$ cat config.mk
export PLATFORM = sky130hd
export DESIGN_NAME = uart_tx
export DESIGN_NICKNAME = d
export VERILOG_FILES = /design/src/rtl/uart_tx.sv
export SDC_FILE = /design/constraint.sdc
export NUM_CORES = 1
export LEC_CHECK = 0
export CAP_MARGIN = 10
export CORE_UTILIZATION = 55
export CTS_CLUSTER_SIZE = 16
export DETAILED_ROUTE_END_ITERATION = 7
export MAX_ROUTING_LAYER = met4
export PLACE_DENSITY_LB_ADDON = 0.2
export SYNTH_ARGS = -nofsm -noshare
export SYNTH_HDL_FRONTEND = slang
export SYNTH_SLANG_ARGS = --single-unit
$ cat constraint.sdc
create_clock -name clk -period 6.7 [get_ports clk]
set_clock_uncertainty 0.15 [all_clocks]
set_input_delay 2.01 -clock clk [delete_from_list [all_inputs] [get_ports clk]]
set_output_delay 2.01 -clock clk [all_outputs]
set_load 0.05 [all_outputs]
$ cat src/rtl/uart_tx.sv
// UART transmitter: takes one word over valid/ready and sends it on tx_pin as
// start bit, LSB-first data, optional parity bit, then one or two stop bits.
module uart_tx #(
  parameter int unsigned Challenge_Bit     = 8,
  parameter int unsigned frequency_clk_ref = 100,
  parameter int unsigned BAUD_RATE         = 115200,
  parameter int unsigned PARITY            = 0,
  parameter int unsigned STOP_BITS         = 1
) (
  input  logic                     clk,
  input  logic                     n_reset,
  input  logic [Challenge_Bit-1:0] tx_data,
  input  logic                     tx_data_valid,
  output logic                     tx_data_ready,
  output logic                     tx_busy,
  output logic                     tx_pin
);

  localparam int unsigned CYCLE = (frequency_clk_ref * 1000000) / BAUD_RATE;
  localparam int unsigned CNT_W = 16;
  localparam int unsigned BIT_W = $clog2(Challenge_Bit);

  localparam logic [CNT_W-1:0] CNT_LAST  = CNT_W'(CYCLE - 1);
  localparam logic [BIT_W-1:0] DATA_LAST = BIT_W'(Challenge_Bit - 1);
  localparam logic [BIT_W-1:0] STOP_LAST = BIT_W'(STOP_BITS - 1);

  typedef enum logic [2:0] {
    S_IDLE   = 3'd0,
    S_START  = 3'd1,
    S_DATA   = 3'd2,
    S_PARITY = 3'd3,
    S_STOP   = 3'd4
  } state_t;

  state_t                   state, state_nx;
  logic [CNT_W-1:0]         cycle_cnt, cycle_cnt_nx;
  logic [BIT_W-1:0]         bit_cnt, bit_cnt_nx;
  logic [Challenge_Bit-1:0] shift_q, shift_nx;
  logic                     parity_q, parity_nx;
  logic                     tx_pin_nx;
  logic                     ready_nx;
  logic                     bit_end;
  logic                     accept;

  // Next-state, datapath and next-output decode
  always_comb begin
    state_nx     = state;
    cycle_cnt_nx = cycle_cnt + CNT_W'(1);
    bit_cnt_nx   = bit_cnt;
    shift_nx     = shift_q;
    parity_nx    = parity_q;
    tx_pin_nx    = 1'b1;
    bit_end      = (cycle_cnt == CNT_LAST);
    accept       = tx_data_valid && tx_data_ready;

    case (state)
      S_IDLE: begin
        cycle_cnt_nx = '0;
        bit_cnt_nx   = '0;
      end
      S_START: begin
        tx_pin_nx = 1'b0;
        if (bit_end) begin
          state_nx     = S_DATA;
          cycle_cnt_nx = '0;
          bit_cnt_nx   = '0;
          tx_pin_nx    = shift_q[0];
        end
      end
      S_DATA: begin
        tx_pin_nx = shift_q[0];
        if (bit_end) begin
          cycle_cnt_nx = '0;
          shift_nx     = shift_q >> 1;
          if (bit_cnt == DATA_LAST) begin
            bit_cnt_nx = '0;
            if (PARITY != 0) begin
              state_nx  = S_PARITY;
              tx_pin_nx = parity_q;
            end else begin
              state_nx  = S_STOP;
              tx_pin_nx = 1'b1;
            end
          end else begin
            bit_cnt_nx = bit_cnt + BIT_W'(1);
            tx_pin_nx  = shift_nx[0];
          end
        end
      end
      S_PARITY: begin
        tx_pin_nx = parity_q;
        if (bit_end) begin
          state_nx     = S_STOP;
          cycle_cnt_nx = '0;
          tx_pin_nx    = 1'b1;
        end
      end
      S_STOP: begin
        tx_pin_nx = 1'b1;
        if (bit_end) begin
          cycle_cnt_nx = '0;
          if (bit_cnt == STOP_LAST) begin
            state_nx   = S_IDLE;
            bit_cnt_nx = '0;
          end else begin
            bit_cnt_nx = bit_cnt + BIT_W'(1);
          end
        end
      end
      default: begin
        state_nx     = S_IDLE;
        cycle_cnt_nx = '0;
        bit_cnt_nx   = '0;
        tx_pin_nx    = 1'b1;
      end
    endcase

    // ready is only high in idle or on the final stop clock, so a new word starts with no gap
    if (accept && (state == S_IDLE || state == S_STOP)) begin
      state_nx     = S_START;
      cycle_cnt_nx = '0;
      bit_cnt_nx   = '0;
      shift_nx     = tx_data;
      tx_pin_nx    = 1'b0;
      if (PARITY == 1)
        parity_nx = ~(^tx_data);
      else if (PARITY == 2)
        parity_nx = ^tx_data;
      else
        parity_nx = 1'b0;
    end

    ready_nx = (state_nx == S_IDLE) ||
               ((state_nx == S_STOP) && (cycle_cnt_nx == CNT_LAST) && (bit_cnt_nx == STOP_LAST));
  end

  // State register
  always_ff @(posedge clk or negedge n_reset) begin
    if (!n_reset)
      state <= S_IDLE;
    else
      state <= state_nx;
  end

  // Counters, shift register and registered outputs
  always_ff @(posedge clk or negedge n_reset) begin
    if (!n_reset) begin
      cycle_cnt     <= '0;
      bit_cnt       <= '0;
      shift_q       <= '0;
      parity_q      <= 1'b0;
      tx_pin        <= 1'b1;
      tx_data_ready <= 1'b1;
      tx_busy       <= 1'b0;
    end else begin
      cycle_cnt     <= cycle_cnt_nx;
      bit_cnt       <= bit_cnt_nx;
      shift_q       <= shift_nx;
      parity_q      <= parity_nx;
      tx_pin        <= tx_pin_nx;
      tx_data_ready <= ready_nx;
      tx_busy       <= ~ready_nx;
    end
  end

endmodule

# After elaboration in Yosys (flattened, before gate mapping)
# Cells that the tools add are included.
dict set report word_totals {
  reg_bits 33
  inputBits 11
  out_inout_bits 3
  word_cells 59
}
dict set report classes {
  add_sub_neg 2
  n_eq_ne 8
  mux 27
  bitwise_logic 1
  reduce_logical 14
}
# cell n
set op_table {}
lappend op_table {{two-way mux 16 bit} 3}
lappend op_table {{two-way mux 3 bit} 13}
lappend op_table {{equality test 16 x 10 -> 1 bit, second input constant} 2}
lappend op_table {{two-way mux 8 bit} 3}
lappend op_table {{adder 16 x 1 -> 16 bit, second input constant} 1}
lappend op_table {{case mux 3 bit (5 select lines)} 1}
lappend op_table {{zero test 3 bit} 4}
lappend op_table {{case mux 3 bit (4 select lines)} 1}
lappend op_table {{equality test 3 bit, second input constant} 3}
lappend op_table {{equality test 3 x 2 -> 1 bit, second input constant} 2}
lappend op_table {{two-way mux 1 bit} 5}
lappend op_table {{logical AND 1 bit} 4}
lappend op_table {{nonzero test 2 bit} 2}
lappend op_table {{OR reduction 4 bit} 1}
lappend op_table {{adder 3 x 1 -> 3 bit, second input constant} 1}
lappend op_table {{equality test 3 x 1 -> 1 bit, second input constant} 1}
lappend op_table {{case mux 1 bit (3 select lines)} 1}
lappend op_table {{logical OR 1 bit} 2}
lappend op_table {{AND reduction 2 bit} 1}
lappend op_table {{NOT 1 bit} 1}

# Depth between registers and ports, before layout
dict set report depth {
  depth_word 10
  mapped_depth 9
  depth_no_buf 9
}

# Least setup slack after synthesis
# No wires, ideal clock.
dict set report synth_path {
  path_type {in2reg}
  from {input tx_data_valid}
  to {register tx_busy}
  setup_time_ns 0.118
  t_arrival_ns 3.547
  required_ns 6.432
  path_slack_ns 2.885
  stages 6
  path_buffers 0
  path_cell_list {a211o_1 -> mux2i_1 -> nand2_1 -> a2111o_1 -> or4_1 -> a21o_1}
}
dict set report synth_via {
  elab_chain_cells 8
  elab_cells_between_ends 13
  classes_between {eq/ne: 2; mux: 3; bitwise: 1; reduce/logical: 7}
}
# item line_no
set synth_rtl {}
lappend synth_rtl {{start, declared} 13} ;# input logic tx_data_valid,
lappend synth_rtl {{logical AND 1 bit *} 54} ;# accept = tx_data_valid && tx_data_ready;
lappend synth_rtl {{logical AND 1 bit *} 119} ;# if (accept && (state == S_IDLE || state == S_STOP)) begin
lappend synth_rtl {{two-way mux 16 bit / two-way mux 3 bit (equally long branches)} 119}
lappend synth_rtl {{equality test 16 x 10 -> 1 bit / equality test 3 bit (equally long branches)} 134} ;# ((state_nx == S_STOP) && (cycle_cnt_nx == CNT_LAST) && (bit_cnt_nx == STOP_LAST));
lappend synth_rtl {{logical AND 1 bit (2 in a row)} 134}
lappend synth_rtl {{logical OR 1 bit *} 133} ;# ready_nx = (state_nx == S_IDLE) ||
lappend synth_rtl {{NOT 1 bit *} 162} ;# tx_busy <= ~ready_nx;
lappend synth_rtl {{end signal, assigned} 162}
lappend synth_rtl {{end, declared} 15} ;# output logic tx_busy,
# Every way passes the cells marked *; elsewhere a longest branch is shown, timed or not.
# A chain may end at the register's enable or synchronous reset.

# Final worst setup path
# Ends and elaborated chain as after synthesis.

==> metrics.txt <==
FP Rows 21; Remaining DRCs 0; initial DRC count between 100 and 150; fin crit period about 4.5 ns; most frequent cells in the layout 33 x nor2_1, 31 x dfrtp_1, 27 x nand2_1; largest net degree at the start of global routing 34; Int Pwr roughly 0.00039 W; routed len/inst between 15 and 20 um; core area 0.003363 mm^2; Power, Total around 0.00058 W; Reg power frac approximately 49%; Fmax approximately 220 MHz; post-synth cell types 50; CTS sink count 33; yosys warns 0; CTS buffer count 5; post-DR vias/cell 5.848; Hold-fix buffers, CTS 0; CTS max path bufs 2; post-synth top area share between 40 and 50%; pwr/cell area 265.7 mW/mm^2; Initial Util between 50 and 60%; GPL Wtd Cong around 0.87; Die Height 61.34 um; DP HPWL a little under 3000 um; proportion of layout cells with a drive suffix above 1 roughly 11%; final hold vios 0; Worst setup EP type register; iteration count of the initial detailed-routing pass 4; setup bufs post-CTS 0; crit-path max FO 16; Net Sw Frac 32.83%; initial antenna violation count 0; Pleak approximately 0.9 nW; unrepaired setup endpoints after global routing no; first-pass GRT wire length 6831 um; clock transition at the registers of the reported paths about 0.10 ns; Final Max Slew Viols 0; most common cell after layout, fill and taps aside nor2_1; Post-Syn Area per Cell between 9 and 10 um^2; Yosys reg bits 33; Layout area overhead 11.95%; I/O pins 14; status finished, final reports clean; n_diodes 0; Synth Cell Area between 0.0015 and 0.002 mm^2; # nets final 238; post-synthesis sequential area ratio a little over two fifths; IR drop worst, VDD around 0.2 mV; fill count between 300 and 400; number of global-route vias before repair roughly 1500; Synth area leaders dfrtp_1 40%, nor2_1 6.4%, nand2_1 5.2%; CP Launch Type input port; root buffer cell clkbuf_4; clock power share about 28%; H-tree depth 2; Final period util about two thirds; Setup-failing EPs final 0; kind of critical path input port to register; total gr overflow 0; die width around 61 um; clock latency on the worst-skew pair 0.35 ns; gate count of the mapped netlist 212; CTS tree built; Yosys top cell by area dfrtp_1; PortBufs 13; Gate power share a little under a quarter; die area approximately 0.0038 mm^2; Min-Delay Path Class register to register; critical path required time between 6 and 7 ns; Net Sw Power between 0.00015 and 0.0002 W; worst rel slew slack just over 40%; Arrival @ worst endpoint about 4.6 ns; post-CTS sizing 0; global-route usage over all layers roughly a quarter; total wire length 4078 um; post-route ant nets 0; overall via count from detail_route between 1500 and 2000; worst slew pin tran around 0.89 ns; syn nets about 230; # Max-Cap Violations 0; Setup Total Neg Slack 0 ns
-- cell usage after synthesis, drive strengths merged --
cell type,instances
xor2,6
or4,3
nand2,27
or3b,2
a31oi,7
a221o,1
clkbuf,5
buf,5
a2111o,1
or2b,2
and2,1
xnor2,11
inv,5
o221ai,1
a211oi,1
nor4b,2
nand4,5
and4bb,2
a21o,1
a211o,2
dfstp,2
nor2b,2
dfrtp,31
nand2b,2
and3,3
and4,2
nor4,3
nor3,4
a22oi,3
nand3b,3
a311oi,1
ha,4
mux2i,2
nor2,33
a21oi,4
o21a,1
nand4b,2
o21ai,11
nand3,8
nor3b,1
-- routing by layer --
layer	track usage (%)	routed length, um
met1	31.55	1795
met2	42.08	2063
met3	6.723	138
met4	10.48	81
met5	-	0
-- final timing paths --
kind | from | end | slack (ns) | cells past startpoint
worst max-delay path | tx_data_valid | tx_busy | 2.22 | 7
worst min-delay path | shift_q[6] | shift_q[5] | 0.40 | 2
worst max register to register | cycle_cnt[0] | tx_busy | 3.67 | 8
worst min register to register | shift_q[6] | shift_q[5] | 0.40 | 2
max in group asynchronous | n_reset | tx_data_ready | 4.16 | 2
min in group asynchronous | n_reset | cycle_cnt[9] | 1.89 | 2
-- logic make-up (layout without fill, tap and decap cells) --
| group | count (synthesis) | count (layout) | synth area share [%] |
|---|---|---|---|
| adders and majority gates | 4 | 4 | 2.584 |
| muxes | 2 | 2 | 1.034 |
| buffers and inverters | 15 | 27 | 3.488 |
| xor gates and xnor gates | 17 | 17 | 7.687 |
| DFF | 33 | 33 | 42.76 |
| and+or+nand+nor | 107 | 107 | 30.94 |
| AOI/OAI and AO/OA | 34 | 34 | 11.50 |
-- stage by stage --
stage / instances / setup WS (ns) / util, % / hold WS [ns] / area, um^2
2_1_floorplan: 212 / 2.885 / - / 0.3365 / 1937
3_3_place_gp: 262 / 1.966 / 61.94 / 0.3723 / 2083
3_5_place_dp: 262 / 1.920 / 61.94 / 0.3868 / 2083
4_1_cts: 270 / 2.272 / 64.47 / 0.4017 / 2168
5_1_grt: 270 / 2.116 / 64.47 / 0.4255 / 2168
6_report: 270 / 2.223 / 64.47 / 0.4047 / 2168
-- power by group through the flow --
stage / registers, W / logic, W / clock network, W
2_1_floorplan: 0.000289 / 0.0000850 / 0
3_3_place_gp: 0.000286 / 0.000126 / 0
3_5_place_dp: 0.000288 / 0.000131 / 0
4_1_cts: 0.000284 / 0.000132 / 0.000162
5_1_grt: 0.000292 / 0.000148 / 0.000169
6_report: 0.000285 / 0.000131 / 0.000160
-- flip-flops by register name, summed over array words and instances, names as in the netlist --
signal and flops:
tx_pin 1, tx_busy 1, cycle_cnt 16, tx_data_ready 1, state 3, shift_q 8
bit_cnt 3
-- layout make-up --
type	instances	area, um^2	share of cell area, %
multi-input cells	164	1041	48.01
flip-flops and latches	33	828.3	38.20
repair buffers	14	137.6	6.347
well taps	46	57.56	2.654
clock buffers	7	55.05	2.539
clock inverters	1	30.03	1.385
inverters	5	18.77	0.8656
-- worst max-delay path, cell delays in order --
cell and delay, ns:
clkdlybuf4s50_1 0.47, a211o_1 0.31, mux2i_1 0.30, nand2_1 0.40, a2111o_1 0.42, or4_1 0.46, a21o_1 0.20
Note: power is estimated with default switching activity, not from simulation.
